## config.mk

```make
export PLATFORM = sky130hd
export DESIGN_NAME = laser_scan_ctrl
export DESIGN_NICKNAME = d
export VERILOG_FILES = /design/src/rtl/laser_scan_ctrl.sv
export SDC_FILE = /design/constraint.sdc
export NUM_CORES = 1
export LEC_CHECK = 0
export ABC_AREA = 0
export ABC_CLOCK_PERIOD_IN_PS = 8100
export BUFFER_PORTS_ARGS = -buffer_cell sky130_fd_sc_hd__buf_2
export CORE_MARGIN = 4
export CORE_UTILIZATION = 45
export DETAILED_ROUTE_END_ITERATION = 12
export RECOVER_POWER = 25
export SLEW_MARGIN = 0
export SYNTH_ARGS = -nofsm -noshare
export SYNTH_HDL_FRONTEND = slang
export SYNTH_SLANG_ARGS = --single-unit
```

## constraint.sdc

```tcl
create_clock -name CLK -period 8.1 [get_ports CLK]
set_clock_uncertainty 0.05 [all_clocks]
set_input_delay 1.62 -clock CLK [delete_from_list [all_inputs] [get_ports CLK]]
set_output_delay 1.62 -clock CLK [all_outputs]
set_load 0.05 [all_outputs]
```

## src/rtl/laser_scan_ctrl.sv

```systemverilog
// ---------------------------------------------------------------------------
// laser_scan_ctrl
//
// Scan scheduler for the two-circle laser coverage problem. It alternately
// re-optimises circle 1 (with circle 2 held) and circle 2 (with circle 1
// held). Each sweep visits all 256 candidate centers on the 16x16 grid. For
// every candidate it streams the whole point store and counts the points
// covered by the union of the candidate circle and the fixed circle
// (radius 4). The run stops after an iteration that does not improve the
// count, or after MAX_ITER iterations.
//
// Parameters:
//   NPTS      number of points in the store (1..63)
//   MAX_ITER  maximum alternation iterations (C1 sweep + C2 sweep each)
//
// Ports:
//   CLK        clock, rising edge
//   RST_N      asynchronous active-low reset
//   START      start pulse, sampled only while idle
//   PT_RD      point-store read strobe
//   PT_ADDR    point-store read address
//   PT_X/PT_Y  point coordinates, valid the cycle after the PT_RD cycle
//   C1X..C2Y   current circle centers
//   COUNT      points covered by the union of both circles
//   BUSY       high from INIT through FINISH
//   DONE       one-cycle completion pulse
// ---------------------------------------------------------------------------
module laser_scan_ctrl #(
    parameter int unsigned NPTS     = 40,
    parameter int unsigned MAX_ITER = 8
) (
    input  logic       CLK,
    input  logic       RST_N,
    input  logic       START,
    output logic       PT_RD,
    output logic [5:0] PT_ADDR,
    input  logic [3:0] PT_X,
    input  logic [3:0] PT_Y,
    output logic [3:0] C1X,
    output logic [3:0] C1Y,
    output logic [3:0] C2X,
    output logic [3:0] C2Y,
    output logic [5:0] COUNT,
    output logic       BUSY,
    output logic       DONE
);

    localparam logic [2:0] S_IDLE   = 3'd0;
    localparam logic [2:0] S_INIT   = 3'd1;
    localparam logic [2:0] S_SCAN1  = 3'd2;
    localparam logic [2:0] S_SCAN2  = 3'd3;
    localparam logic [2:0] S_CHECK  = 3'd4;
    localparam logic [2:0] S_FINISH = 3'd5;

    // Slot cycle index range is 0..NPTS+1, so it needs 7 bits for NPTS=63.
    localparam logic [6:0] NPTS_C    = 7'(NPTS);
    localparam logic [6:0] LAST_CYC  = 7'(NPTS + 1);
    localparam logic [7:0] MAX_ITER_C = 8'(MAX_ITER);

    // Exact radius-4 test: 4-bit abs differences, 8-bit squares, 9-bit sum.
    function automatic logic in_reach(input logic [3:0] ax, input logic [3:0] ay,
                                      input logic [3:0] px, input logic [3:0] py);
        logic [3:0] dx;
        logic [3:0] dy;
        logic [7:0] sx;
        logic [7:0] sy;
        logic [8:0] sum;
        dx  = (ax >= px) ? (ax - px) : (px - ax);
        dy  = (ay >= py) ? (ay - py) : (py - ay);
        sx  = {4'b0, dx} * {4'b0, dx};
        sy  = {4'b0, dy} * {4'b0, dy};
        sum = {1'b0, sx} + {1'b0, sy};
        return sum <= 9'd16;
    endfunction

    logic [2:0] state_q,    state_d;
    logic [6:0] cyc_q,      cyc_d;
    logic [3:0] cand_x_q,   cand_x_d;
    logic [3:0] cand_y_q,   cand_y_d;
    logic [5:0] acc_q,      acc_d;
    logic [5:0] best_cnt_q, best_cnt_d;
    logic [3:0] best_x_q,   best_x_d;
    logic [3:0] best_y_q,   best_y_d;
    logic [3:0] c1x_q,      c1x_d;
    logic [3:0] c1y_q,      c1y_d;
    logic [3:0] c2x_q,      c2x_d;
    logic [3:0] c2y_q,      c2y_d;
    logic [5:0] count_q,    count_d;
    logic [5:0] prev_q,     prev_d;
    logic [7:0] iter_q,     iter_d;
    logic       pt_rd_q,    pt_rd_d;
    logic [5:0] pt_addr_q,  pt_addr_d;
    logic       rd_dly_q,   rd_dly_d;
    logic       busy_q,     busy_d;
    logic       done_q,     done_d;

    logic [3:0] fix_x;
    logic [3:0] fix_y;
    logic       point_hit;
    logic       slot_end;
    logic       sweep_end;
    logic       better;
    logic [5:0] win_cnt;
    logic [3:0] win_x;
    logic [3:0] win_y;
    logic       scan_next;

    always_comb begin
        state_d    = state_q;
        cyc_d      = cyc_q;
        cand_x_d   = cand_x_q;
        cand_y_d   = cand_y_q;
        acc_d      = acc_q;
        best_cnt_d = best_cnt_q;
        best_x_d   = best_x_q;
        best_y_d   = best_y_q;
        c1x_d      = c1x_q;
        c1y_d      = c1y_q;
        c2x_d      = c2x_q;
        c2y_d      = c2y_q;
        count_d    = count_q;
        prev_d     = prev_q;
        iter_d     = iter_q;
        done_d     = 1'b0;

        // The circle not being swept stays fixed for the whole sweep.
        fix_x     = (state_q == S_SCAN2) ? c1x_q : c2x_q;
        fix_y     = (state_q == S_SCAN2) ? c1y_q : c2y_q;
        point_hit = in_reach(cand_x_q, cand_y_q, PT_X, PT_Y) ||
                    in_reach(fix_x, fix_y, PT_X, PT_Y);

        slot_end  = (cyc_q == LAST_CYC);
        sweep_end = slot_end && (cand_x_q == 4'hF) && (cand_y_q == 4'hF);

        // Strictly greater keeps the earliest candidate on ties.
        better  = (acc_q > best_cnt_q);
        win_cnt = better ? acc_q    : best_cnt_q;
        win_x   = better ? cand_x_q : best_x_q;
        win_y   = better ? cand_y_q : best_y_q;

        case (state_q)
            S_IDLE: begin
                if (START) begin
                    state_d = S_INIT;
                end
            end

            S_INIT: begin
                c1x_d      = '0;
                c1y_d      = '0;
                c2x_d      = '0;
                c2y_d      = '0;
                count_d    = '0;
                prev_d     = '0;
                iter_d     = '0;
                cyc_d      = '0;
                cand_x_d   = '0;
                cand_y_d   = '0;
                acc_d      = '0;
                best_cnt_d = '0;
                best_x_d   = '0;
                best_y_d   = '0;
                state_d    = S_SCAN1;
            end

            S_SCAN1, S_SCAN2: begin
                // rd_dly_q marks the cycle in which PT_X/PT_Y carry a datum.
                if (rd_dly_q && point_hit) begin
                    acc_d = acc_q + 6'd1;
                end
                if (slot_end) begin
                    cyc_d      = '0;
                    acc_d      = '0;
                    best_cnt_d = win_cnt;
                    best_x_d   = win_x;
                    best_y_d   = win_y;
                    // 4-bit increments wrap to (0,0) exactly at sweep end.
                    cand_x_d   = cand_x_q + 4'd1;
                    if (cand_x_q == 4'hF) begin
                        cand_y_d = cand_y_q + 4'd1;
                    end
                    if (sweep_end) begin
                        best_cnt_d = '0;
                        best_x_d   = '0;
                        best_y_d   = '0;
                        count_d    = win_cnt;
                        if (state_q == S_SCAN1) begin
                            c1x_d   = win_x;
                            c1y_d   = win_y;
                            state_d = S_SCAN2;
                        end else begin
                            c2x_d   = win_x;
                            c2y_d   = win_y;
                            state_d = S_CHECK;
                        end
                    end
                end else begin
                    cyc_d = cyc_q + 7'd1;
                end
            end

            S_CHECK: begin
                iter_d = iter_q + 8'd1;
                if ((count_q == prev_q) || (iter_q + 8'd1 == MAX_ITER_C)) begin
                    state_d = S_FINISH;
                    done_d  = 1'b1;
                end else begin
                    prev_d  = count_q;
                    state_d = S_SCAN1;
                end
            end

            S_FINISH: begin
                state_d = S_IDLE;
            end

            default: begin
                state_d = S_IDLE;
            end
        endcase

        // Read strobe and address are registered from the next slot cycle so
        // that they line up with cyc_q in the cycle they are visible.
        scan_next = (state_d == S_SCAN1) || (state_d == S_SCAN2);
        pt_rd_d   = scan_next && (cyc_d < NPTS_C);
        pt_addr_d = pt_rd_d ? cyc_d[5:0] : '0;
        rd_dly_d  = pt_rd_q;
        busy_d    = (state_d != S_IDLE);
    end

    always_ff @(posedge CLK or negedge RST_N) begin
        if (!RST_N) begin
            state_q    <= S_IDLE;
            cyc_q      <= '0;
            cand_x_q   <= '0;
            cand_y_q   <= '0;
            acc_q      <= '0;
            best_cnt_q <= '0;
            best_x_q   <= '0;
            best_y_q   <= '0;
            c1x_q      <= '0;
            c1y_q      <= '0;
            c2x_q      <= '0;
            c2y_q      <= '0;
            count_q    <= '0;
            prev_q     <= '0;
            iter_q     <= '0;
            pt_rd_q    <= 1'b0;
            pt_addr_q  <= '0;
            rd_dly_q   <= 1'b0;
            busy_q     <= 1'b0;
            done_q     <= 1'b0;
        end else begin
            state_q    <= state_d;
            cyc_q      <= cyc_d;
            cand_x_q   <= cand_x_d;
            cand_y_q   <= cand_y_d;
            acc_q      <= acc_d;
            best_cnt_q <= best_cnt_d;
            best_x_q   <= best_x_d;
            best_y_q   <= best_y_d;
            c1x_q      <= c1x_d;
            c1y_q      <= c1y_d;
            c2x_q      <= c2x_d;
            c2y_q      <= c2y_d;
            count_q    <= count_d;
            prev_q     <= prev_d;
            iter_q     <= iter_d;
            pt_rd_q    <= pt_rd_d;
            pt_addr_q  <= pt_addr_d;
            rd_dly_q   <= rd_dly_d;
            busy_q     <= busy_d;
            done_q     <= done_d;
        end
    end

    assign PT_RD   = pt_rd_q;
    assign PT_ADDR = pt_addr_q;
    assign C1X     = c1x_q;
    assign C1Y     = c1y_q;
    assign C2X     = c2x_q;
    assign C2Y     = c2y_q;
    assign COUNT   = count_q;
    assign BUSY    = busy_q;
    assign DONE    = done_q;

endmodule

```

Word level (Yosys, flattened, before mapping)
Cells that the tools add are included.

storage, ports and cells
  bits in registers = 84
  output and inout bits = 31
  word-level logic and storage cells = 143

cells by class
  $add $sub $neg = 15
  $mul = 4
  order comparisons = 8
  eq/ne operators = 18
  multiplexer cells = 59
  reductions and logical operators = 19

operator list
  cell                   count
  $mux W4                27
  $pmux W4 S2            8
  $mux W6                9
  $pmux W6 S2            4
  $mul A4 B4 Y8          4
  $sub A4 B4 Y4          8
  $add A8 B8 Y9          2
  $le A9 B5 Y1 const B   2
  $ge A4 B4 Y1           4
  $pmux W8 S2            1
  $mux W3                5
  $pmux W7 S2            1
  $eq A3 B2 Y1 const B   4
  $ne A2 B2 Y1 const B   6
  $pmux W3 S4            1
  $add A4 B1 Y4 const B  2
  $add A8 B1 Y8 const B  1
  $eq A4 B4 Y1 const B   2
  $eq A8 B4 Y1 const B   1
  $reduce_and A4 Y1      2
  $add A7 B1 Y7 const B  1
  $eq A7 B6 Y1 const B   1
  $lt A7 B6 Y1 const B   1
  $mux W7                1
  15 further kinds       25

Logic depth before layout (Yosys ltp)
Gate-level depths: netlist of the first run.

  depth after elaboration = 12
  mapped depth = 29

Worst setup path before layout of the first run
OpenSTA, ideal clock, no wires.

  kind = input to register
  start point = input PT_X[1]
  end point = register acc_q[4]
  setup time = 0.126 ns
  arrival time = 7.119 ns
  data required time = 7.924 ns
  slack = 0.805 ns
  stages on the path = 22
  path buffers = 0
  cell sequence = inv_1 -> ha_1 -> a21bo_2 -> a21o_1 -> a21oi_1 -> mux2i_1 -> xnor2_1 -> or2_1 -> fa_1 -> fa_1 -> fa_1 -> inv_1 -> fa_1 -> ha_1 -> inv_1 -> fa_1 -> xor2_1 -> o21ai_0 -> a221o_1 -> a21oi_2 -> nor2_1 -> a221o_1

on the way
  cells in the longest elaborated chain, start to end = 9

ends and longest elaborated chain
  item                                           line  RTL
  start: declaration                             37    input logic [3:0] PT_X,
  $sub A4 B4 Y4 or $ge A4 B4 Y1 (tied branches)  68    dx = (ax >= px) ? (ax - px) : (px - ax);
  $mux W4                                        68
  $mul A4 B4 Y8                                  70    sx = {4'b0, dx} * {4'b0, dx};
  $add A8 B8 Y9                                  72    sum = {1'b0, sx} + {1'b0, sy};
  $le A9 B5 Y1                                   73    return sum <= 9'd16;
  $logic_or A1 B1 Y1 *                           129   point_hit = in_reach(cand_x_q, cand_y_q, PT_X, PT_Y) ||
  $logic_and A1 B1 Y1 *                          168   if (rd_dly_q && point_hit) begin
  $ne A3 B3 Y1 (no source line) *                n/a
  $reduce_and A2 Y1 (no source line) *           n/a
  end signal: assignment                         237   acc_q <= '0;
  end signal: assignment                         258   acc_q <= acc_d;
  end: declaration                               80    logic [5:0] acc_q, acc_d;

Every way passes the cells marked *; elsewhere a longest branch is shown, timed or not.
A chain may end at the register's enable or synchronous reset.

Final worst setup path of the first run
Same ends and word-level chain as after synthesis.

==> metrics, run 1 <==
Fillers=1292; Fmax achieved=0.1318 GHz; Tightest Pin Transition=4.508 ns; Mapped Cells=669; Starting DRT DRC Count=303; top-count cell post-synth=dfrtp_1; Mapped Area=6486 µm²; HPWL Detailed=11100 µm; Yosys top cell area share=32.41%; worst path required time=8.28 ns; register area=2102 µm²; Antenna diodes=0; main area contributors after synthesis=dfrtp_1, ha_1, fa_1, inv_1, mux2_2; H-Tree Depth=3; Setup Buffers After CTS=0; first-pass detailed-route iteration total=5; RSZ-0062 raised after global routing=false; Die H=128.1 µm; Total Routing Usage GR=18.50%; Mean Syn Cell Area=9.695 µm²; number of I/O port buffers=41; Routability Congestion=0.8422; Final Cycle Share=93.65%; Most common cell on crit path=fa_1; dpl cells=877; post-route ant nets=0; root buffer cell=clkbuf_16; Post-DP Area=6862 µm²; critical path launch point type=primary input; synth cell count leaders=dfrtp_1, ha_1, inv_1; vias in the first global route=5045; final cell count without fillers=893; CP peak stage delay=0.52 ns; slew margin rel.=-200.5%; CTS tree=built; Top FF cell, synth=dfrtp_1; synth unique cells=58; Clock Latency Late Sink=0.34 ns; clock-pin slew on the worst setup and hold paths=0.06 ns; Synth Net Count=786; Resize count post-CTS=0; max_cap viols=1; Num CTS Buffers=9; Pwr Density=180.9 nW/µm²; design area=7158 µm²; synthesis-to-finish area growth=10.36%; Worst Path Max Fanout=9; sequential area share after synthesis=32.41%; # nets final=825; Sum Neg Setup Slack=0 ns; Arrival @ worst endpoint=7.76 ns; violated checks=max-capacitance violations, max-slew violations; highest ir drop seen on vdd=0.0001172 V; DRC errors left=0; initial antenna violation count=0; # setup viols final=0; Die W=128.1 µm; cell taking the most area after synthesis=dfrtp_1; Final Hold Vio Count=0; Pins Over Slew Limit=85; Multi-input gate area=4008 µm²; synthesized flop and latch total=84; die area=16400 µm²; first-pass GRT wire length=24620 µm; Wirelength per Cell=15.99 µm; Slowest-stage cell, CP=fa_1; critical-path cell list=buf_2 -> inv_1 -> fa_1 -> a21o_1 -> a21o_1 -> a21oi_1 -> mux2i_1 -> xor2_1 -> nor2_1 -> fa_1 -> fa_1 -> fa_1 -> fa_1 -> ha_1 -> fa_1 -> xor2_1 -> a21oi_1 -> o221ai_1 -> a21oi_2 -> nor2_1 -> a221o_1; Post-CTS Hold Buffers=0; ys async rst share=100.0%; CTS sink cnt=84; grt ovf=0; Post-synth EDFFs=0; Vias/cell=5.498; final wirelength=14280 µm; yosys warns=0; layout cells sized above 1=13.18%; status=finished with violations; Starting Density=46.37%; Worst setup EP type=register; leakage power=3.621 nW; post-layout min period=7.586 ns; largest net degree at the start of global routing=85; Setup CP Type=in2reg; vias=4910; row count=43; Core ar.=13990 µm²; clk buf depth=2; Hold/Removal Path Class=reg2reg; io pins=42
==> state kept, by name, summed over array words and instances (netlist names), 3 cells and up <==
register,flops
cand_y_q,4
COUNT,6
iter_q,8
cyc_q,7
cand_x_q,4
PT_ADDR,6
prev_q,6
best_cnt_q,6
C1Y,4
best_x_q,4
best_y_q,4
state_q,3
C2Y,4
C1X,4
C2X,4
acc_q,6
==> final timing paths <==
| check | startpoint | cells past startpoint | slack (ns) | end |
|---|---|---|---|---|
| min in group asynchronous | RST_N | 1 | 2.82 | best_cnt_q[5] |
| max in group asynchronous | RST_N | 1 | 2.65 | iter_q[6] |
| worst min register to register | PT_RD | 0 | 0.33 | rd_dly_q |
| worst max-delay path | PT_X[1] | 21 | 0.51 | acc_q[4] |
| worst min-delay path | PT_RD | 0 | 0.33 | rd_dly_q |
| worst max register to register | state_q[1] | 26 | 0.55 | acc_q[4] |
==> stage by stage <==
step	setup WS (ns)	power (mW)	utilization, %	hold slack, ns
after global placement	0.3780	0.8464	49.05	0.3080
after floorplan	0.8054	0.7655	-	0.3874
final	0.5142	1.295	51.17	0.3268
after CTS	0.4865	1.312	51.31	0.3328
after global routing	0.04308	1.401	51.17	0.3419
after detailed placement	0.1398	0.8666	49.05	0.3189
==> worst max-delay path, delay by kind of cell <==
kind                     cells  cell delay (ns)
XOR/XNOR                     2             0.50
adder cells (fa/ha/maj)      7             3.06
AND/OR/NAND/NOR              2             0.22
AO/OA/AOI/OAI                7             1.78
buffers and inverters        2             0.30
multiplexers                 1             0.28
==> kinds of logic (layout without fill, tap and decap cells) <==
kind of cell / count (synthesis) / in the layout / synth area share, %
adders and majority gates: 106 / 106 / 23.92
buffers and inverters: 92 / 136 / 5.691
muxes: 44 / 44 / 7.272
AOI/OAI and AO/OA: 139 / 139 / 13.95
and+or+nand+nor: 184 / 184 / 14.06
xor gates and xnor gates: 20 / 20 / 2.701
DFF: 84 / 84 / 32.41
==> cell usage in the layout, fill, tap and decap left out, types with 5 or more instances in the layout <==
master	Yosys	routed
nor2b_1	9	9
a21oi_1	25	25
a22o_1	16	16
mux2_2	25	25
o21ai_1	10	7
nor3_1	5	5
ha_1	76	76
o31ai_1	6	6
nand4_1	5	5
and3_1	6	6
nand2b_1	8	8
a21o_1	15	15
xor2_1	6	6
o21ai_0	34	37
clkbuf_16	0	9
nand2_1	54	54
xnor2_1	14	14
nor2_1	46	46
buf_2	7	39
mux2i_1	19	19
inv_1	75	75
o22ai_1	6	6
nand3_1	22	22
dfrtp_1	84	84
fa_1	30	30
==> layout make-up <==
type / count / area share (%)
tap: 180 / 3.146
inverter: 75 / 3.933
multi-input combinational: 493 / 55.99
sequential: 84 / 29.37
timing repair buffer: 45 / 3.146
clock buffer: 9 / 3.146
clock inverter: 7 / 1.276
==> layer usage <==
layer	up-vias	GRT usage (%)	share of wire (%)
met3	10	3.917	3.5
met4	0	3.683	0.81
li1	2379	-	-
met2	96	30.56	49
met5	-	0	0
met1	2425	25.31	47
==> report_power, final <==
group,leakage (nW),switching [mW],total [mW],internal [mW]
combinational,2.35,0.227,0.407,0.180
sequential,1.11,0.0135,0.446,0.433
clock,0.155,0.173,0.442,0.269
total,3.62,0.414,1.29,0.881
(Power assumes the default switching activity.)
==> inputs of run 2 (changes only) <==
ABC_AREA = 1   (was 0)
PLACE_DENSITY_LB_ADDON = 0.3   (was not set)
==> metrics, run 2 <==
yosys warns=0 (unchanged); Resize count post-CTS=0 (unchanged); post-synthesis mux area share=0% (-7.3 points); slew margin rel.=2.807% (+200 points); layout cells sized above 1=8.556% (-4.6 points); Worst Path Max Fanout=8 (-1); top-count cell post-synth=nand2_1; CTS sink cnt=84 (unchanged); largest net degree at the start of global routing=58 (-32%); Core ar.=14640 µm² (+4.7%); clk buf depth=2 (unchanged); Top FF cell, synth=dfrtp_1; Post-CTS Hold Buffers=0 (unchanged); status=finished clean; vias=5399 (+10%); Most common cell on crit path=nand2_1; post-route ant nets=0 (unchanged); Mapped Cells=853 (+28%); Die H=130.8 µm (+2.1%); Post-synth EDFFs=0 (unchanged); Slowest-stage cell, CP=fa_1; R2R setup slack=0.87 ns (+0.32 ns); worst reg2reg endpoint=acc_q[1]; Tightest Pin Transition=1.458 ns (-3.050 ns); leakage power=3.953 nW (+9.2%); grt ovf=0 (unchanged); ys async rst share=100.0% (unchanged); Biggest register=iter_q; critical path launch point type=register; max reg flops=8 (unchanged); H-Tree Depth=3 (unchanged); Arrival @ worst endpoint=7.40 ns (-0.36 ns); synth cell count leaders=nand2_1, inv_1, dfrtp_1; highest ir drop seen on vdd=0.0001177 V (+0.44%); CTS tree=built; final wirelength=14120 µm (-1.1%); Mean Syn Cell Area=7.950 µm² (-18%); row count=44 (+2.3%); top flop regs=iter_q (8), cyc_q (7); synthesis-to-finish area growth=9.022%; DRC errors left=0 (unchanged); Yosys top cell area share=31.00% (-1.4 points); Num CTS Buffers=9 (unchanged); Setup Buffers After CTS=0 (unchanged); Pins Over Slew Limit=0 (-100%); HPWL Detailed=11530 µm (+3.9%); synth unique cells=40 (-31%); # setup viols final=0 (unchanged); die area=17100 µm² (+4.3%); Vias/cell=4.981 (-9.4%); dpl cells=1068 (+22%); post-synthesis xor/xnor area fraction=2.970% (+0.27 points); Routability Congestion=0.8442 (+0.24%); Starting Density=46.31% (-0.060 points); WHS Path Cells=0 (unchanged); synthesized flop and latch total=84 (unchanged); sequential area share after synthesis=31.00% (-1.4 points); Antenna diodes=0 (unchanged); Starting DRT DRC Count=282 (-6.9%); Final Hold Vio Count=0 (unchanged); root buffer cell=clkbuf_16; post-layout min period=7.231 ns (-0.3549 ns); Synth Area in Compound Gates=10.35% (-3.6 points); Worst setup EP type=register; first-pass detailed-route iteration total=4 (-1); Wirelength per Cell=13.02 µm (-19%); Die W=130.8 µm (+2.1%); most common cell after layout, fill and taps aside=nand2_1; clock-pin slew on the worst setup and hold paths=0.06 ns (about the same); io pins=42 (unchanged); most frequent cells in the layout=nand2_1, inv_1, dfrtp_1, ha_1, nor2_1; Hold/Removal Path Class=reg2reg; r2r startpoint=state_q[2]; first-pass GRT wire length=24700 µm (+0.34%); Total Routing Usage GR=17.98% (-0.52 points); CP peak stage delay=0.55 ns (+0.03 ns); Final Cycle Share=89.27% (-4.4 points); number of I/O port buffers=41 (unchanged); cell taking the most area after synthesis=dfrtp_1; Mapped Area=6782 µm² (+4.6%); worst path required time=8.27 ns (about the same); hold wc startpoint=PT_RD; vias in the first global route=5194 (+3.0%); Pwr Density=195.0 nW/µm² (+7.8%); Adder-Cell Fraction of Synth Area=22.88% (-1.0 points); # nets final=1012 (+23%); area share of and/or/nand/nor cells after synthesis=22.79% (+8.7 points); Hold EP=rd_dly_q; Clock Latency Late Sink=0.34 ns (about the same); RSZ-0062 raised after global routing=false; max_cap viols=0 (-1); Sum Neg Setup Slack=0 ns (unchanged); final cell count without fillers=1084 (+21%); main combinational cell family by area after synthesis=adder cells; initial antenna violation count=0 (unchanged); Setup CP Type=reg2reg; Synth Net Count=970 (+23%); Fmax achieved=0.1383 GHz (+4.9%); main area contributors after synthesis=dfrtp_1, ha_1, nand2_1, fa_1, inv_1; R2R cell count=35 (+35%)
[run 2: cell types whose count changed after synthesis, moves of 8 or more]
| cell | delta |
|---|---|
| inv_1 | +72 |
| mux2i_1 | -19 |
| o22ai_1 | +14 |
| nand2_1 | +154 |
| a22o_1 | -16 |
| a21o_1 | -15 |
| o21ai_0 | +15 |
| mux2_2 | -25 |
| nand2b_1 | -8 |
| xor2_1 | +12 |
| xnor2_1 | -9 |
| nor2b_1 | -9 |
| nand3_1 | +23 |
| nor2_1 | +22 |
[run 2: metrics by stage]
stage	util, %	setup slack, ns	instance area, µm²	power (mW)	hold slack (ns)
5_1_grt	50.49	0.2678	7393	1.587	0.3578
2_1_floorplan	-	1.468	6782	0.9147	0.3993
4_1_cts	50.91	0.8985	7456	1.460	0.3346
6_report	50.49	0.8690	7393	1.442	0.3354
3_5_place_dp	48.85	0.7750	7153	1.040	0.3183
3_3_place_gp	48.85	0.8504	7153	1.024	0.3083
[run 2: cell type report]
| cell class | count | area (µm²) |
|---|---|---|
| fillers | 1414 | 7251 |
| multi-input cells | 603 | 3955 |
| flip-flops and latches | 84 | 2102 |
| inverters | 152 | 573.1 |
| clock buffers | 11 | 242.7 |
| repair buffers | 45 | 230.2 |
| well taps | 184 | 230.2 |
| clock inverters | 5 | 60.06 |
[run 2: routing by layer]
metal	GRT usage, %	share of wire (%)
met1	25.54	48
met2	29.39	48
met3	2.886	3.1
met4	3.448	0.77
met5	0	0
[run 2: worst max-delay path, delay by kind of cell, from the launching register on]
| kind | cells | cell delay [ns] |
|---|---|---|
| fa+ha+maj | 8 | 3.26 |
| simple gates | 17 | 2.07 |
| buf+inv | 7 | 0.72 |
| compound gates | 3 | 0.57 |
| flops | 1 | 0.42 |
[run 2: report_power, final]
group	total (mW)	switching [mW]	internal, mW	leakage (nW)
logic	0.583	0.357	0.227	2.69
registers	0.445	0.00909	0.436	1.12
clock network	0.413	0.165	0.248	0.146
total	1.44	0.531	0.911	3.95
[run 2: worst max path at each step]
| stage | startpoint | to | cells after the start |
|---|---|---|---|
| finish | state_q[2] | acc_q[1] | 35 |
| global route | state_q[2] | acc_q[1] | 35 |
| CTS | state_q[2] | acc_q[1] | 35 |
| detailed placement | PT_X[0] | acc_q[1] | 30 |
| global placement | PT_X[1] | acc_q[4] | 27 |
| floorplan | PT_X[2] | acc_q[0] | 31 |
[run 2: cell families (layout without fill, tap and decap cells)]
group                    Yosys count  count (layout)
flip-flops                        84              84
AO/OA/AOI/OAI                    124             124
buffers and inverters            166             213
AND/OR/NAND/NOR                  350             350
adder cells (fa/ha/maj)          106             106
XOR/XNOR                          23              23
==> inputs of run 3 (changes only) <==
BUFFER_PORTS_ARGS = not set   (was -buffer_cell sky130_fd_sc_hd__buf_2)
CAP_MARGIN = 10   (was not set)
DONT_BUFFER_PORTS = 1   (was not set)
==> metrics, run 3 (same netlist as run 2, synthesis figures left out) <==
status=finished clean; final wirelength=14300 µm (+1.3%); Setup CP Type=reg2reg; Fmax achieved=0.1392 GHz (+0.66%); most frequent cells in the layout=nand2_1, inv_1, dfrtp_1, ha_1, nor2_1; Worst Path Max Fanout=9 (+1); Pwr Density=194.3 nW/µm² (-0.35%); Power Total=1.401 mW (-2.8%); most common cell after layout, fill and taps aside=nand2_1; Worst setup EP type=register; grt ovf=0 (unchanged); CP peak stage delay=0.54 ns (about the same); Wirelength per Cell=13.74 µm (+5.5%); R2R cell count=35 (unchanged); max_cap viols=0 (unchanged); Die W=130.8 µm (unchanged); Die H=130.8 µm (unchanged); largest net degree at the start of global routing=85 (+47%); Most common cell on crit path=nand2_1; r2r startpoint=state_q[2]; Starting Density=46.31% (unchanged); post-layout min period=7.184 ns (-0.04733 ns); leakage power=3.793 nW (-4.1%); Fillers=1423 (+0.64%); hold wc startpoint=best_x_q[0]; Arrival @ worst endpoint=7.37 ns (-0.03 ns); Core ar.=14640 µm² (unchanged); initial antenna violation count=0 (unchanged); Biggest register=iter_q; # nets final=969 (-4.2%); CTS tree=built; cell family with most CP delay=adder cells; worst path required time=8.28 ns (about the same); layout cells sized above 1=4.901% (-3.7 points); critical path launch point type=register; pre-CTS setup slack=0.8968 ns (+0.1218 ns); register area=2102 µm² (unchanged); Slowest-stage cell, CP=fa_1; vias in the first global route=5085 (-2.1%); Final Hold Vio Count=0 (unchanged); root buffer cell=clkbuf_16; DRC errors left=0 (unchanged); Post-CTS Hold Buffers=0 (unchanged); die area=17100 µm² (unchanged); post-route setup slack=0.9164 ns (+0.04733 ns); first-pass detailed-route iteration total=4 (unchanged); Setup Buffers After CTS=0 (unchanged); CP Depth=35 (unchanged); io pins=42 (unchanged); Tightest Pin Transition=0.5812 ns (-0.8767 ns); Hold Slack=0.4356 ns (+0.1002 ns); H-Tree Depth=3 (unchanged); Antenna diodes=0 (unchanged); Sum Neg Setup Slack=0 ns (unchanged); max reg flops=8 (unchanged); top flop regs=iter_q (8), cyc_q (7); CTS sink cnt=84 (unchanged); Num CTS Buffers=9 (unchanged); RSZ-0062 raised after global routing=false; Pins Over Slew Limit=0 (unchanged); Routability Congestion=0.8576 (+1.6%); Final Cycle Share=88.69% (-0.58 points); first-pass GRT wire length=24370 µm (-1.3%); slew margin rel.=60.85% (+58 points); post-route ant nets=0 (unchanged); clk buf depth=2 (unchanged); Hold/Removal Path Class=reg2reg; Starting DRT DRC Count=286 (+1.4%); HPWL Detailed=11360 µm (-1.4%); Post-DP Area=6930 µm² (-3.1%); WHS Path Cells=2 (+2); Total Routing Usage GR=17.81% (-0.17 points); Resize count post-CTS=0 (unchanged); CP Launch Point=state_q[2]; CP bufs+invs=7 (unchanged); Clock Latency Late Sink=0.34 ns (about the same); # setup viols final=0 (unchanged); clock-pin slew on the worst setup and hold paths=0.06 ns (about the same); Vias/cell=5.085 (+2.1%); Multi-input gate area=4000 µm² (+1.1%); vias=5294 (-1.9%); synthesis-to-finish area growth=6.310%; highest ir drop seen on vdd=0.00009352 V (-21%); row count=44 (unchanged); design area=7209 µm² (-2.5%); number of I/O port buffers=0 (-100%)
run 3: final timing paths:
path	to	slack, ns
worst min-delay path	best_x_q[0]	0.44
worst max-delay path	acc_q[5]	0.92
max in group asynchronous	cand_y_q[1]	6.96
worst min register to register	best_x_q[0]	0.44
worst max register to register	acc_q[5]	0.92
min in group asynchronous	prev_q[4]	0.92
run 3: final cells by class:
class	count	area share, %
inverter	152	8.087
timing repair buffer	2	0.2083
sequential	84	29.16
clock buffer	10	3.315
multi-input combinational	603	55.48
clock inverter	6	0.5554
tap	184	3.193
run 3: routing by layer:
metal / track usage [%] / vias to the layer above / part of all wire [%]
li1: - / 2718 / -
met1: 23.58 / 2460 / 46
met2: 29.99 / 90 / 48
met3: 3.537 / 26 / 5.0
met4: 4.598 / 0 / 1.6
met5: 0 / - / 0
run 3: worst min-delay path: stages (launching register included):
cell and delay (ns):
dfrtp_1 0.34, nand2_1 0.05, nand2_1 0.06
run 3: stage by stage:
step                utilization, %  cells
global route                 49.23   1041
CTS                          49.23   1041
floorplan                        -    853
finish                       49.23   1041
global placement             47.33   1025
detailed placement           47.33   1025
run 3: power breakdown:
group	leakage, nW	total [mW]	switching, mW	internal, mW
combinational	2.54	0.568	0.344	0.224
sequential	1.12	0.446	0.0103	0.436
clock	0.138	0.387	0.172	0.215
